### src/rtl/alu_seq_pkg.sv
// Shared opcode encodings and FSM state type for the sequential ALU.
package alu_pkg;

    // Encodings 0-3 are unchanged from the earlier 2-bit ALU.
    localparam logic [2:0] OP_ADD = 3'd0;
    localparam logic [2:0] OP_SUB = 3'd1;
    localparam logic [2:0] OP_AND = 3'd2;
    localparam logic [2:0] OP_INC = 3'd3;
    localparam logic [2:0] OP_OR  = 3'd4;
    localparam logic [2:0] OP_XOR = 3'd5;
    localparam logic [2:0] OP_SHL = 3'd6;
    localparam logic [2:0] OP_MUL = 3'd7;

    typedef enum logic [1:0] {
        ST_IDLE = 2'd0,
        ST_BUSY = 2'd1,
        ST_DONE = 2'd2
    } state_t;

endpackage

### src/rtl/alu_seq_if.sv
// Operand/result channel of the sequential ALU; master = producer/consumer side, slave = ALU.
interface alu_seq_if #(
    parameter int DATA_WIDTH = 8
);
    // Both channels: a transfer happens on a rising clk edge where valid && ready.
    // A source holds valid and its payload until that edge; ready may depend on state.
    logic                  in_valid;
    logic                  in_ready;
    logic [2:0]            alu_op;
    logic [DATA_WIDTH-1:0] a;
    logic [DATA_WIDTH-1:0] b;
    logic                  out_valid;
    logic                  out_ready;
    logic [DATA_WIDTH-1:0] out_alu;
    logic                  flag_z;
    logic                  flag_n;
    logic                  flag_c;
    logic                  flag_v;

    modport master (
        output in_valid, alu_op, a, b, out_ready,
        input  in_ready, out_valid, out_alu, flag_z, flag_n, flag_c, flag_v
    );

    modport slave (
        input  in_valid, alu_op, a, b, out_ready,
        output in_ready, out_valid, out_alu, flag_z, flag_n, flag_c, flag_v
    );
endinterface

### src/rtl/alu_mul_iter.sv
// Iterative shift-add unsigned multiplier: one partial product per cycle after start.
module alu_mul_iter #(
    parameter int DATA_WIDTH = 8,
    parameter int CNT_W      = $clog2(DATA_WIDTH) + 1
) (
    input  logic                    clk,
    input  logic                    rst_n,
    input  logic                    start,
    input  logic [DATA_WIDTH-1:0]   a,
    input  logic [DATA_WIDTH-1:0]   b,
    output logic                    done,
    output logic [2*DATA_WIDTH-1:0] product
);

    localparam logic [CNT_W-1:0] LAST = CNT_W'(DATA_WIDTH - 1);

    logic                    running;
    logic [CNT_W-1:0]        cnt;
    logic [2*DATA_WIDTH-1:0] mcand;
    logic [DATA_WIDTH-1:0]   mplr;
    logic [2*DATA_WIDTH-1:0] acc;
    logic [2*DATA_WIDTH-1:0] acc_next;

    // product is the accumulator after the current step, so it is final in the done cycle.
    assign acc_next = acc + (mplr[0] ? mcand : '0);
    assign done     = running && (cnt == LAST);
    assign product  = acc_next;

    always_ff @(posedge clk) begin
        if (!rst_n) begin
            running <= 1'b0;
            cnt     <= '0;
            mcand   <= '0;
            mplr    <= '0;
            acc     <= '0;
        end else if (start) begin
            running <= 1'b1;
            cnt     <= '0;
            mcand   <= {{DATA_WIDTH{1'b0}}, a};
            mplr    <= b;
            acc     <= '0;
        end else if (running) begin
            acc   <= acc_next;
            mcand <= mcand << 1;
            mplr  <= mplr >> 1;
            cnt   <= cnt + 1'b1;
            if (done) begin
                running <= 1'b0;
            end
        end
    end

endmodule

### src/rtl/alu_seq.sv
// Registered 8-op ALU with status flags and valid/ready handshakes; MUL is multi-cycle.
module alu_seq
    import alu_pkg::*;
#(
    parameter int DATA_WIDTH = 8,
    parameter int SHAMT_W    = $clog2(DATA_WIDTH),
    parameter int CNT_W      = $clog2(DATA_WIDTH) + 1
) (
    input  logic      clk,
    input  logic      rst_n,
    alu_seq_if.slave  bus,
    output state_t    dbg_state
);

    localparam int W = DATA_WIDTH;

    state_t state, state_nxt;
    logic   in_ready;
    logic   accept;
    logic   is_mul;
    logic   mul_start;
    logic   mul_done;
    logic [2*W-1:0] mul_prod;

    logic [W:0]   ext;
    logic [W-1:0] op_res;
    logic         op_c;
    logic         op_v;
    logic [W-1:0] ld_res;
    logic         ld_c;
    logic         ld_v;
    logic         load_op;
    logic         load_mul;

    logic [W-1:0] out_alu_q;
    logic         z_q, n_q, c_q, v_q;

    assign in_ready  = (state == ST_IDLE) || ((state == ST_DONE) && bus.out_ready);
    assign accept    = bus.in_valid && in_ready;
    assign is_mul    = (bus.alu_op == OP_MUL);
    assign mul_start = accept && is_mul;
    assign load_op   = accept && !is_mul;
    assign load_mul  = (state == ST_BUSY) && mul_done;

    alu_mul_iter #(
        .DATA_WIDTH (W),
        .CNT_W      (CNT_W)
    ) u_mul (
        .clk     (clk),
        .rst_n   (rst_n),
        .start   (mul_start),
        .a       (bus.a),
        .b       (bus.b),
        .done    (mul_done),
        .product (mul_prod)
    );

    always_ff @(posedge clk) begin
        if (!rst_n) begin
            state <= ST_IDLE;
        end else begin
            state <= state_nxt;
        end
    end

    always_comb begin
        state_nxt = state;
        case (state)
            ST_IDLE: if (accept) state_nxt = is_mul ? ST_BUSY : ST_DONE;
            ST_BUSY: if (mul_done) state_nxt = ST_DONE;
            ST_DONE: begin
                if (bus.out_ready) begin
                    if (accept) state_nxt = is_mul ? ST_BUSY : ST_DONE;
                    else        state_nxt = ST_IDLE;
                end
            end
            default: state_nxt = ST_IDLE;
        endcase
    end

    // Arithmetic runs one bit wider so bit W is the carry/borrow/shift-out.
    always_comb begin
        ext    = '0;
        op_res = '0;
        op_c   = 1'b0;
        op_v   = 1'b0;
        case (bus.alu_op)
            OP_ADD: begin
                ext    = {1'b0, bus.a} + {1'b0, bus.b};
                op_res = ext[W-1:0];
                op_c   = ext[W];
                op_v   = (bus.a[W-1] == bus.b[W-1]) && (op_res[W-1] != bus.a[W-1]);
            end
            OP_SUB: begin
                ext    = {1'b0, bus.a} - {1'b0, bus.b};
                op_res = ext[W-1:0];
                op_c   = ext[W];
                op_v   = (bus.a[W-1] != bus.b[W-1]) && (op_res[W-1] != bus.a[W-1]);
            end
            OP_INC: begin
                ext    = {1'b0, bus.a} + (W+1)'(1);
                op_res = ext[W-1:0];
                op_c   = ext[W];
                op_v   = !bus.a[W-1] && op_res[W-1];
            end
            OP_AND: op_res = bus.a & bus.b;
            OP_OR:  op_res = bus.a | bus.b;
            OP_XOR: op_res = bus.a ^ bus.b;
            OP_SHL: begin
                ext    = {1'b0, bus.a} << bus.b[SHAMT_W-1:0];
                op_res = ext[W-1:0];
                op_c   = ext[W];
            end
            default: begin
                op_res = '0;
            end
        endcase
    end

    always_comb begin
        ld_res = op_res;
        ld_c   = op_c;
        ld_v   = op_v;
        if (load_mul) begin
            ld_res = mul_prod[W-1:0];
            ld_c   = |mul_prod[2*W-1:W];
            ld_v   = 1'b0;
        end
    end

    // Result and flags are written only when entering DONE, so they hold under backpressure.
    always_ff @(posedge clk) begin
        if (!rst_n) begin
            out_alu_q <= '0;
            z_q       <= 1'b0;
            n_q       <= 1'b0;
            c_q       <= 1'b0;
            v_q       <= 1'b0;
        end else if (load_op || load_mul) begin
            out_alu_q <= ld_res;
            z_q       <= (ld_res == '0);
            n_q       <= ld_res[W-1];
            c_q       <= ld_c;
            v_q       <= ld_v;
        end
    end

    assign bus.in_ready  = in_ready;
    assign bus.out_valid = (state == ST_DONE);
    assign bus.out_alu   = out_alu_q;
    assign bus.flag_z    = z_q;
    assign bus.flag_n    = n_q;
    assign bus.flag_c    = c_q;
    assign bus.flag_v    = v_q;
    assign dbg_state     = state;

endmodule
### src/flat_wrapper.sv
// flat-port wrapper written by rule: the top's interface ports become plain ports
module alu_seq_flat import alu_pkg::*;
#(
    parameter int DATA_WIDTH = 8,
    parameter int SHAMT_W    = $clog2(DATA_WIDTH),
    parameter int CNT_W      = $clog2(DATA_WIDTH) + 1
)
  (clk, rst_n, dbg_state, bus_in_valid, bus_alu_op, bus_a, bus_b, bus_out_ready, bus_in_ready, bus_out_valid, bus_out_alu, bus_flag_z, bus_flag_n, bus_flag_c, bus_flag_v);
  alu_seq_if #(.DATA_WIDTH(DATA_WIDTH)) bus_i ();
  input  logic clk;
  input  logic rst_n;
  output state_t dbg_state;
  input wire logic [$bits(bus_i.in_valid)-1:0] bus_in_valid;
  input wire logic [$bits(bus_i.alu_op)-1:0] bus_alu_op;
  input wire logic [$bits(bus_i.a)-1:0] bus_a;
  input wire logic [$bits(bus_i.b)-1:0] bus_b;
  input wire logic [$bits(bus_i.out_ready)-1:0] bus_out_ready;
  output wire logic [$bits(bus_i.in_ready)-1:0] bus_in_ready;
  output wire logic [$bits(bus_i.out_valid)-1:0] bus_out_valid;
  output wire logic [$bits(bus_i.out_alu)-1:0] bus_out_alu;
  output wire logic [$bits(bus_i.flag_z)-1:0] bus_flag_z;
  output wire logic [$bits(bus_i.flag_n)-1:0] bus_flag_n;
  output wire logic [$bits(bus_i.flag_c)-1:0] bus_flag_c;
  output wire logic [$bits(bus_i.flag_v)-1:0] bus_flag_v;
  assign bus_i.in_valid = bus_in_valid;
  assign bus_i.alu_op = bus_alu_op;
  assign bus_i.a = bus_a;
  assign bus_i.b = bus_b;
  assign bus_i.out_ready = bus_out_ready;
  assign bus_in_ready = bus_i.in_ready;
  assign bus_out_valid = bus_i.out_valid;
  assign bus_out_alu = bus_i.out_alu;
  assign bus_flag_z = bus_i.flag_z;
  assign bus_flag_n = bus_i.flag_n;
  assign bus_flag_c = bus_i.flag_c;
  assign bus_flag_v = bus_i.flag_v;
  alu_seq #(.DATA_WIDTH(DATA_WIDTH), .SHAMT_W(SHAMT_W), .CNT_W(CNT_W)) u_core (.clk(clk), .rst_n(rst_n), .bus(bus_i), .dbg_state(dbg_state));
endmodule
### config.mk
export PLATFORM = sky130hd
export DESIGN_NAME = alu_seq_flat
export DESIGN_NICKNAME = d
export VERILOG_FILES = /design/src/rtl/alu_seq_pkg.sv /design/src/rtl/alu_seq_if.sv /design/src/rtl/alu_mul_iter.sv /design/src/rtl/alu_seq.sv /design/src/flat_wrapper.sv
export SDC_FILE = /design/constraint.sdc
export NUM_CORES = 1
export LEC_CHECK = 0
export ABC_CLOCK_PERIOD_IN_PS = 5830
export CELL_PAD_IN_SITES_DETAIL_PLACEMENT = 1
export CELL_PAD_IN_SITES_GLOBAL_PLACEMENT = 1
export CORE_MARGIN = 4
export CORE_UTILIZATION = 49
export DETAILED_ROUTE_END_ITERATION = 7
export PLACE_DENSITY_LB_ADDON = 0.1
export SLEW_MARGIN = 20
export SYNTH_ARGS = -nofsm -noshare
export SYNTH_HDL_FRONTEND = slang
export SYNTH_SLANG_ARGS = --single-unit
### constraint.sdc
create_clock -name clk -period 5.83 [get_ports clk]
set_clock_uncertainty 0.2 [all_clocks]
set_input_delay 1.166 -clock clk [delete_from_list [all_inputs] [get_ports clk]]
set_output_delay 1.166 -clock clk [all_outputs]
set_load 0.02 [all_outputs]
# == Word level (Yosys, flattened, before mapping) ==
# Cells that the tools add are included.
# word_totals
memories,0
output_inout_bits,16
wordCells,79
latch_bits,0
ram_bits,0
regBits,59
input_bits,23
mem_bits_ro,0
# classes
addsub,5
order_cmp,0
div,0
eq_ne,17
n_mux,20
multipliers,0
n_reduce_logical,20
n_bitwise,4
n_shift,1
# op_table
operator,n
$pmux 8 s7,1
$mux 8,5
$add 16x16->16,1
$mux 16,1
$eq 3x3->1 const B,4
$mux 2,5
$add 8x1->9 const B,1
$add 8x8->9,1
$logic_and 1x1->1,9
$shl 8x3->9,1
$sub 8x8->9,1
$and 8x8->8,1
$logic_not 8->1,1
$or 8x8->8,1
$reduce_or 8->1,1
$xor 8x8->8,1
$eq 3x2->1 const B,2
$pmux 2 s3,1
$mux 1,5
$add 4x1->4 const B,1
$eq 4x3->1 const B,1
$ne 2x1->1 const B,2
$pmux 1 s4,1
$eq 3x1->1 const B,1
other kinds (14),18

# == Depth between registers and ports, before layout ==
# Gate-level depths: netlist (run 1).
# logic_depth
word_depth,7
ltp_mapped,11
depth_no_buf,10

# == Modules after synthesis ==
# Synthesis (run 1) repeated with hierarchy kept, for this count alone.
# hier_totals
cells_unflattened,660
area_unflattened_um2,5240.0
# by_module_without_submodules
module,seq_area_each_um2,cells_each,n_inst,area_each_um2
alu_mul_iter,900.9,340,1,2835.2
alu_seq,260.2,320,1,2404.8

# == Least setup slack after synthesis (run 1) ==
# No wires, ideal clock.
# synth_path
kind,input to register
start,in bus_a[2]
end,reg u_core.n_q (netlist: u_core.bus.flag_n)
path_buffers,2
required_ps,5515
setup_ps,115
slack_ps,2305
t_arrival_ps,3211
stages,11
cell_sequence,buf_2 -> inv_1 -> ha_1 -> buf_2 -> and3_1 -> a211o_1 -> o221a_2 -> or3_1 -> a31oi_1 -> o31ai_1 -> and2_1
# synth_between
elab_chain_cells,3
word_cells_on_any_way,6
classes_between,add/sub (3); shift (1); mux (2)
# synth_lines
element,line,source
from (decl),flat_wrapper.sv:15,input wire logic [$bits(bus_i.a)-1:0] bus_a;
$add 8x1->9 (tied with other cells),alu_seq.sv:101,"ext = {1'b0, bus.a} + (W+1)'(1);"
$pmux 8 s7 *,alu_seq.sv:87,case (bus.alu_op)
$mux 8 *,alu_seq.sv:124,if (load_mul) begin
to (signal assigned),alu_seq.sv:142,n_q <= ld_res[W-1];
to (decl),alu_seq.sv:36,"logic z_q, n_q, c_q, v_q;"
# Every way passes the cells marked *; elsewhere a longest branch is shown, timed or not.
# A chain may end at the register's enable or synchronous reset.

# == Final worst setup path (run 1) ==
# layout_path
start,in bus_a[1]
end,reg u_core.n_q (netlist: u_core.bus.flag_n)
# The elaborated chain is that of the path after synthesis.

==> flow_summary.toml, run 1 <==
[synthesis]
synthTopCellsByArea = "dfxtp_1, ha_1, mux2i_1, nand2_1, nor2_1"
number_of_instances_in_the_synthesized_netlist = 620
netlist.area_leader.share_pct = 22.8
seq_area_frac_synth_pct = 22.8
synth.largest_area_cell = "dfxtp_1"
postSynthNetCount = 689
ys_warn_count = 0
ys_seq_elements = 58
synth_cell_type_count = 70
async_flop_share_pct = 0
avg_synthesized_cell_area_um2 = 8.21
synth_edf_count = 0
ys.flop_type = "dfxtp_1"
syn-cell-area_mm2 = 0.00509

[power_and_ir_drop]
power_leakage_nw = 2.48
powerDensity_mw_per_mm2 = 177
vdd_ir_drop_max_mv = 0.104

[sta]
grt_setup_unrepaired = "false"
final.min_clock_period_ns = 4.47
fmaxAchievable_mhz = 224
setup_tns_final_ns = 0
post-route-period-util_pct = 76.6
relative_max_transition_margin_pct = 29.7
timing.final.max_slew_violations = 0
timing.final.setup_violations = 0
worst-slew-pin-transition_ns = 1.03
hold_viol_final = 0

[routing]
post_detailed_route_drc_marker_count = 0
route.detailed.vias_per_inst = 6.25
total_wire_length_um = 16000
ant_nets = 0
num_vias = 4841
route.detailed.wl_per_inst_um = 20.6
drt_first_pass_iters = 4
drt-initial-drc-count = 291

[final_layout]
final_layout_size_suffix_gt1_share_pct = 6.54
final_common_cell = "dfxtp_1"
mostFrequentLayoutCells = "dfxtp_1, nand2_1, nor2_1"
final_nets = 706
areaGrowthSynthToFinish_pct = 11.8
fin_area_mm2 = 0.00569
diodes = 0
layout.core_utilization_pct = 57.2

[clocking]
cts_post_setup_buffers_inserted = 0
path_clk_slew_ns = 0.06
cts_tree = "built"
clock_sink_count = 58
clk_latency_ns = 0.36
cts.root.buffer_cell = "clkbuf_8"
cts_made_buffers = 9
hold_fix_buffers_at_cts = 0
ctsLongestPathBuffers = 2
h-tree-depth = 3
postCtsResizedCells = 0

[worst_setup_path]
required_time_of_the_critical_path_ns = 5.87
timing.critical_path.fanout_max = 12
critPathMaxStageDelay_ns = 0.91
crit_path_top_delay_cell = "a2111oi_0"
critPathCaptureType = "flop"
path_cells = "clkdlybuf4s50_1, inv_1, ha_1, o21bai_1, a2111oi_0, o21a_1, o21ai_0, a31oi_1, o31ai_1, and2_1"
critPathArrivalTime_ns = 4.51
path_class = "in2reg"
critical_path_startpoint_category = "input port"

[run_status]
status = "finished clean"

[placement]
globalplace.congestion = 0.954
postPlaceCellArea_mm2 = 0.00552
placement.io_buffers = 38
post-dp-hpwl_um = 12300

[floorplan]
core_mm2 = 0.00995
die_area_mm2 = 0.0121
starting_density_pct = 51.1
die_height_um = 110
placementRows = 36
dieWidth_um = 110
num_io_pins = 39

[global_route]
grt_antenna_before_repair = 0
grt_start_max_net_pins = 51
overflow = 0
first_global_vias = 4830
grt_pass1_wl_um = 25200
globalRouteTotalUtil_pct = 27.2

[min_path]
holdCritPathClass = "reg2reg"

[run]
max-cap-violations = 0
-- worst paths after layout --
path                        startpoint                end  slack (ns)  cells after the start
hold / removal       u_core.bus.flag_v  u_core.bus.flag_v        0.27                      2
hold reg to reg      u_core.bus.flag_v  u_core.bus.flag_v        0.27                      2
setup reg to reg  u_core.u_mul.mplr[0]  u_core.bus.flag_c        2.24                     10
setup / recovery              bus_a[1]  u_core.bus.flag_n        1.36                     10
-- Yosys cell counts (all sizes together), types with 9 or more instances --
cell and number:
dfxtp 58, nand2 48, nor2 48, ha 43, mux2i 41, inv 31, and2 28, o21ai 28
a21oi 25, clkbuf 23, nand3 16, xnor2 16, buf 15, o211a 15, nor2b 14, a211oi 13
a21o 11, or3 10, o211ai 9
-- worst max-delay path, delay by kind of cell --
family	cells	cell delay, ns
simple gates	1	0.20
fa+ha+maj	1	0.39
compound gates	6	1.74
buf+inv	2	1.00
-- metrics by stage --
| stage | setup WS [ns] | hold slack [ns] | power (mW) | cells |
|---|---|---|---|---|
| final | 1.36 | 0.272 | 1.01 | 775 |
| after global routing | 1.21 | 0.314 | 1.05 | 775 |
| after CTS | 1.52 | 0.278 | 1.01 | 775 |
| after detailed placement | 1.16 | 0.269 | 0.669 | 759 |
| after global placement | 1.25 | 0.251 | 0.663 | 759 |
| after floorplan | 2.30 | 0.251 | 0.582 | 620 |
-- registers in the layout, summed over array words and instances, names as in the netlist --
register              flops
u_core.u_mul.running      1
u_core.u_mul.acc         16
u_core.u_mul.mplr         8
u_core.bus.flag_z         1
u_core.bus.flag_n         1
u_core.bus.flag_c         1
u_core.dbg_state          2
u_core.u_mul.mcand       16
u_core.u_mul.cnt          4
u_core.bus.flag_v         1
u_core.bus.out_alu        7
-- area by class of cell --
cell class | count | area [µm²]
well taps | 133 | 166
fillers | 1205 | 4260
flip-flops and latches | 58 | 1160
inverters | 31 | 116
repair buffers | 44 | 425
multi-input cells | 493 | 3650
clock buffers | 10 | 128
clock inverters | 6 | 42.5
-- cells by family after synthesis --
kind of cell               Yosys count  synth area share (%)
muxes                               47                  10.5
DFF                                 58                  22.8
and+or+nand+nor                    214                  21.9
xor gates and xnor gates            24                  4.13
AOI/OAI and AO/OA                  162                  23.4
adders and majority gates           46                  11.8
buffers and inverters               69                  5.46
-- routing by layer --
| metal | vias up | part of all wire, % | GRT usage [%] |
|---|---|---|---|
| li1 | 2283 | - | - |
| met1 | 2386 | 48 | 37.7 |
| met2 | 147 | 46 | 43.0 |
| met3 | 25 | 5.1 | 4.40 |
| met4 | 0 | 1.5 | 8.73 |
| met5 | - | 0 | 0 |
-- where the power goes --
group	switching [mW]	internal (mW)
registers	0.00845	0.406
clock network	0.187	0.155
logic	0.146	0.104
(Power assumes the default switching activity.)
==> run 2: changes to the inputs <==
- ABC_CLOCK_PERIOD_IN_PS: 5830 -> 4450
- CORE_UTILIZATION: 49 -> 45
- clock period: 5.83 -> 4.45 ns (I/O delays scaled with it)
==> run 2 against run 1 <==
- first-iteration DRC count up 19%
- wire length increased by 2.1%
- via count barely moved
- count of clock-buffer cells in the layout is 2 higher
- non-clock buffer count rose by 15
- die area grew 8.2%
- cell area up 4.0%
- core utilization down 3.0 points
- largest cell class unchanged
==> flow_summary.toml, run 2 (same netlist as run 1, synthesis figures left out) <==
[routing]
drt-initial-drc-count = 346
drt_first_pass_iters = 5
total_wire_length_um = 16300
num_vias = 4840
ant_nets = 0
route.detailed.wl_per_inst_um = 20.5
post_detailed_route_drc_marker_count = 0
route.detailed.vias_per_inst = 6.09

[placement]
globalplace.congestion = 0.951
setup_slack_placement_ns = 0.268
post-dp-hpwl_um = 12300
postPlaceCellArea_mm2 = 0.00564
placement.io_buffers = 38
dp.cells = 781

[min_path]
hold_end = "u_core.bus.flag_z"
min_delay_path_depth = 2
holdCritPathClass = "reg2reg"
hold_path_startpoint = "u_core.bus.flag_z"

[final_layout]
mostFrequentLayoutCells = "dfxtp_1, nand2_1, nor2_1"
fin_area_mm2 = 0.00592
layout.core_utilization_pct = 54.1
diodes = 0
final.fill_count = 1309
final_layout_size_suffix_gt1_share_pct = 8.55
layoutNonFillerInstCount = 795
final_nets = 721
final_common_cell = "dfxtp_1"
biggestRegsByFlops = "u_core.u_mul.acc (16), u_core.u_mul.mcand (16), u_core.u_mul.mplr (8)"
areaGrowthSynthToFinish_pct = 16.4

[power_and_ir_drop]
power_leakage_nw = 2.61
combinationalPowerShare_pct = 21.8
power.switching_fraction_pct = 29.4
clock_power_share_pct = 42.9
power_switching_mw = 0.454
powerDensity_mw_per_mm2 = 261
pwr-share-seq_pct = 35.2
vdd_ir_drop_max_mv = 0.202
p_int_mw = 1.09

[worst_setup_path]
critical_path_startpoint_category = "input port"
critical_path.top_delay_family = "compound AO/OA/AOI/OAI gates"
regToRegEndpoint = "u_core.bus.flag_c"
critPathMaxStageDelay_ns = 0.75
r2r_start = "u_core.u_mul.mplr[0]"
critPathBufInv = 3
timing.critical_path.fanout_max = 10
path_cells = "clkdlybuf4s50_1, inv_1, ha_1, nor3_1, a2111oi_0, buf_4, nor2_1, xnor2_1, a41o_1, o21ai_0, a21boi_0"
critPathArrivalTime_ns = 3.96
crit_path_top_delay_cell = "a2111oi_0"
critPathCaptureType = "flop"
path_class = "in2reg"
worstRegToRegCells = 10
r2r_setup_slack_ns = 0.91
required_time_of_the_critical_path_ns = 4.46

[clocking]
postCtsResizedCells = 0
h-tree-depth = 3
cts_tree = "built"
clk_latency_ns = 0.34
ctsLongestPathBuffers = 2
clock_sink_count = 58
path_clk_slew_ns = 0.05
cts_post_setup_buffers_inserted = 0
hold_fix_buffers_at_cts = 0
cts.root.buffer_cell = "clkbuf_16"
cts_made_buffers = 9

[floorplan]
dieWidth_um = 114
die_height_um = 114
die_area_mm2 = 0.0131
num_io_pins = 39
placementRows = 38
starting_density_pct = 46.5
core_mm2 = 0.0109

[sta]
hold_viol_final = 0
post-route-worst-setup-slack_ns = 0.497
timing.final.max_slew_violations = 0
post-route-period-util_pct = 88.8
final.min_clock_period_ns = 3.95
worst-slew-pin-transition_ns = 0.781
fmaxAchievable_mhz = 253
setup_tns_final_ns = 0
grt_setup_unrepaired = "false"
timing.final.setup_violations = 0
relative_max_transition_margin_pct = 46.6

[global_route]
first_global_vias = 4984
grt_antenna_before_repair = 0
grt_start_max_net_pins = 50
globalRouteTotalUtil_pct = 26.1
grt_pass1_wl_um = 26700
overflow = 0

[run]
max-cap-violations = 0

[run_status]
status = "finished clean"
[run 2: cell types whose count changed in the layout (fill, tap and decap cells not counted), sizes merged]
cell	previous run	this run
buf	6	21
clkbuf	10	12
clkinv	3	1
clkinvlp	2	1
inv	32	31
[run 2: power by group through the flow]
stage          logic, mW  clock network [mW]  registers [mW]
3_3_place_gp       0.327                   0           0.555
6_report           0.338               0.664           0.546
4_1_cts            0.335               0.680           0.545
2_1_floorplan      0.201                   0           0.560
5_1_grt            0.368               0.701           0.547
3_5_place_dp       0.332                   0           0.556
[run 2: cell type report]
type                       instances  area [µm²]  share of cell area, %
multi-input combinational        493        3650                   61.6
sequential                        58        1160                   19.6
timing repair buffer              59         538                   9.09
clock buffer                      12         267                   4.50
tap                              140         175                   2.96
inverter                          31         116                   1.97
clock inverter                     2        12.5                  0.211
[run 2: per-layer routing]
metal  track usage, %  vias up  routed length, µm
met1             35.4     2360               7800
met2             41.6      141               7240
met3             5.02       29                900
met5                0        -                  0
met4             8.95        0                355
li1                 -     2310                  -
[run 2: tightest hold or removal path: cells and delay by family (launching register included)]
family / cells / cell delay (ns)
compound gates: 1 / 0.05
flops: 1 / 0.31
simple gates: 1 / 0.06
[run 2: worst max-delay path by stage]
stage	startpoint	endpoint	slack (ns)	cells after the start
after floorplan	bus_a[2]	u_core.bus.flag_n	1.20	11
after global placement	bus_b[3]	u_core.bus.flag_v	0.51	11
after detailed placement	bus_b[2]	u_core.bus.flag_v	0.27	11
after CTS	bus_b[2]	u_core.bus.flag_v	0.58	11
after global routing	bus_b[2]	u_core.bus.flag_v	0.34	11
final	bus_b[2]	u_core.bus.flag_v	0.50	11
[run 2: stage by stage]
step / total power, mW / hold slack [ns]
floorplan: 0.762 / 0.251
global placement: 0.882 / 0.256
finish: 1.55 / 0.263
detailed placement: 0.888 / 0.264
CTS: 1.56 / 0.270
global route: 1.62 / 0.311
==> run 3: changes to the inputs <==
- ABC_CLOCK_PERIOD_IN_PS: 4450 -> 4370
- clock period: 4.45 -> 4.37 ns (I/O delays scaled with it)
==> run 3 against run 2 <==
- first-iteration DRC count is 17% higher
- sequential cell count stayed put
- non-clock buffer count is 2 lower
- worst setup slack better by 0.081 ns
- sequential share of layout area hardly changed
- worst hold slack better by 0.0064 ns
- cell area is 0.17% higher
- count of clock-buffer cells in the layout is 2 lower
- critical path type unchanged
- largest cell class unchanged
- largest power group unchanged
==> flow_summary.toml, run 3 (same netlist as run 1, synthesis figures left out) <==
[sta]
post-route-period-util_pct = 86.8
post-route-worst-setup-slack_ns = 0.578
worst-slew-pin-transition_ns = 0.776
timing.final.setup_violations = 0
fmaxAchievable_mhz = 264
relative_max_transition_margin_pct = 48.3
setup_tns_final_ns = 0
grt_setup_unrepaired = "false"
hold_viol_final = 0
fin_worst_hold_slack_ns = 0.270
timing.final.max_slew_violations = 0
final.min_clock_period_ns = 3.79

[placement]
placement.io_buffers = 38
setup_slack_placement_ns = 0.317
globalplace.congestion = 0.966
post-dp-hpwl_um = 12400

[final_layout]
final_common_cell = "dfxtp_1"
final_layout_size_suffix_gt1_share_pct = 8.55
final_nets = 719
diodes = 0
mostFrequentLayoutCells = "dfxtp_1, nand2_1, nor2_1"
biggestRegsByFlops = "u_core.u_mul.acc (16), u_core.u_mul.mcand (16), u_core.u_mul.mplr (8)"
areaGrowthSynthToFinish_pct = 16.5

[clocking]
ctsLongestPathBuffers = 2
cts_made_buffers = 9
cts_post_setup_buffers_inserted = 0
postCtsResizedCells = 0
path_clk_slew_ns = 0.05
clock_sink_count = 58
cts_tree = "built"
hold_fix_buffers_at_cts = 0
cts.root.buffer_cell = "clkbuf_16"
h-tree-depth = 3
clk_latency_ns = 0.34

[routing]
drt_first_pass_iters = 5
route.detailed.wl_per_inst_um = 20.7
ant_nets = 0
num_vias = 4865
total_wire_length_um = 16500
post_detailed_route_drc_marker_count = 0
route.detailed.vias_per_inst = 6.12
drt-initial-drc-count = 405

[power_and_ir_drop]
power_leakage_nw = 2.61
powerDensity_mw_per_mm2 = 274
vdd_ir_drop_max_mv = 0.226
total_power_mw = 1.63

[floorplan]
die_height_um = 114
placementRows = 38
die_area_mm2 = 0.0131
starting_density_pct = 46.5
num_io_pins = 39
dieWidth_um = 114
core_mm2 = 0.0109

[worst_setup_path]
path_class = "in2reg"
critPathArrivalTime_ns = 3.81
critPathBufInv = 3
regToRegEndpoint = "u_core.bus.flag_c"
critPathCaptureType = "flop"
r2r_setup_slack_ns = 0.84
r2r_start = "u_core.u_mul.mplr[0]"
worstRegToRegCells = 10
timing.critical_path.fanout_max = 10
critical_path.top_delay_family = "compound AO/OA/AOI/OAI gates"
crit_path_top_delay_cell = "a2111oi_0"
critPathMaxStageDelay_ns = 0.69
required_time_of_the_critical_path_ns = 4.39
critical_path_startpoint_category = "input port"
path_cells = "clkdlybuf4s50_1, inv_1, ha_1, nor3_1, a2111oi_0, buf_4, nor2_1, xnor2_1, a41o_1, o21ai_0, a21boi_0"

[global_route]
first_global_vias = 4889
grt_start_max_net_pins = 50
grt_pass1_wl_um = 26900
grt_antenna_before_repair = 0
overflow = 0
globalRouteTotalUtil_pct = 26.4

[run]
max-cap-violations = 0

[min_path]
min_delay_path_depth = 2
hold_end = "u_core.bus.flag_v"
hold_path_startpoint = "u_core.bus.flag_v"
holdCritPathClass = "reg2reg"

[run_status]
status = "finished clean"
[run 3: cell types whose count changed in the layout (fill, tap and decap cells not counted)]
cell	delta
buf_4	-2
clkbuf_8	-2
bufinv_16	+1
clkinv_2	+1
clkinv_4	+1
inv_6	+1
[run 3: metrics by stage]
step / cell area [µm²] / instances / utilization [%]
floorplan: 5090 / 620 / -
global placement: 5630 / 779 / 51.5
detailed placement: 5630 / 779 / 51.5
CTS: 5930 / 795 / 54.2
global route: 5930 / 795 / 54.2
finish: 5930 / 795 / 54.2
[run 3: worst max-delay path by stage]
stage	from	end	depth (start not counted)
after floorplan	bus_a[2]	u_core.bus.flag_n	11
after global placement	bus_b[2]	u_core.bus.flag_v	11
after detailed placement	bus_b[2]	u_core.bus.flag_v	11
after CTS	bus_b[2]	u_core.bus.flag_v	11
after global routing	bus_b[2]	u_core.bus.flag_v	11
final	bus_b[2]	u_core.bus.flag_v	11
[run 3: metal layers]
metal	part of all wire [%]	vias up	track usage, %
li1	-	2311	-
met1	48	2404	36.7
met2	46	127	41.5
met3	4.2	23	4.70
met4	1.9	0	8.87
met5	0	-	0
[run 3: where the power goes]
group | internal [mW] | leakage (nW) | switching [mW] | total [mW]
Sequential | 0.543 | 0.470 | 0.0121 | 0.555
Clock | 0.457 | 0.149 | 0.270 | 0.727
Combinational | 0.147 | 1.99 | 0.197 | 0.344
[run 3: final cells by class]
type                    count  area, µm²
inverters                  31        116
fillers                  1311       5000
well taps                 140        175
repair buffers             57        523
clock inverters             6       65.1
flip-flops and latches     58       1160
multi-input cells         493       3650
clock buffers              10        239
[run 3: worst reg2reg max path, cell delays in order, from the launching register on]
cell and delay, ns:
dfxtp_1 0.48, and2_1 0.24, ha_1 0.22, fa_1 0.45, a211oi_2 0.31, o21ai_1 0.16
a311oi_4 0.36, nor3_1 0.08, or3b_1 0.44, nor4_1 0.31, a41oi_1 0.14
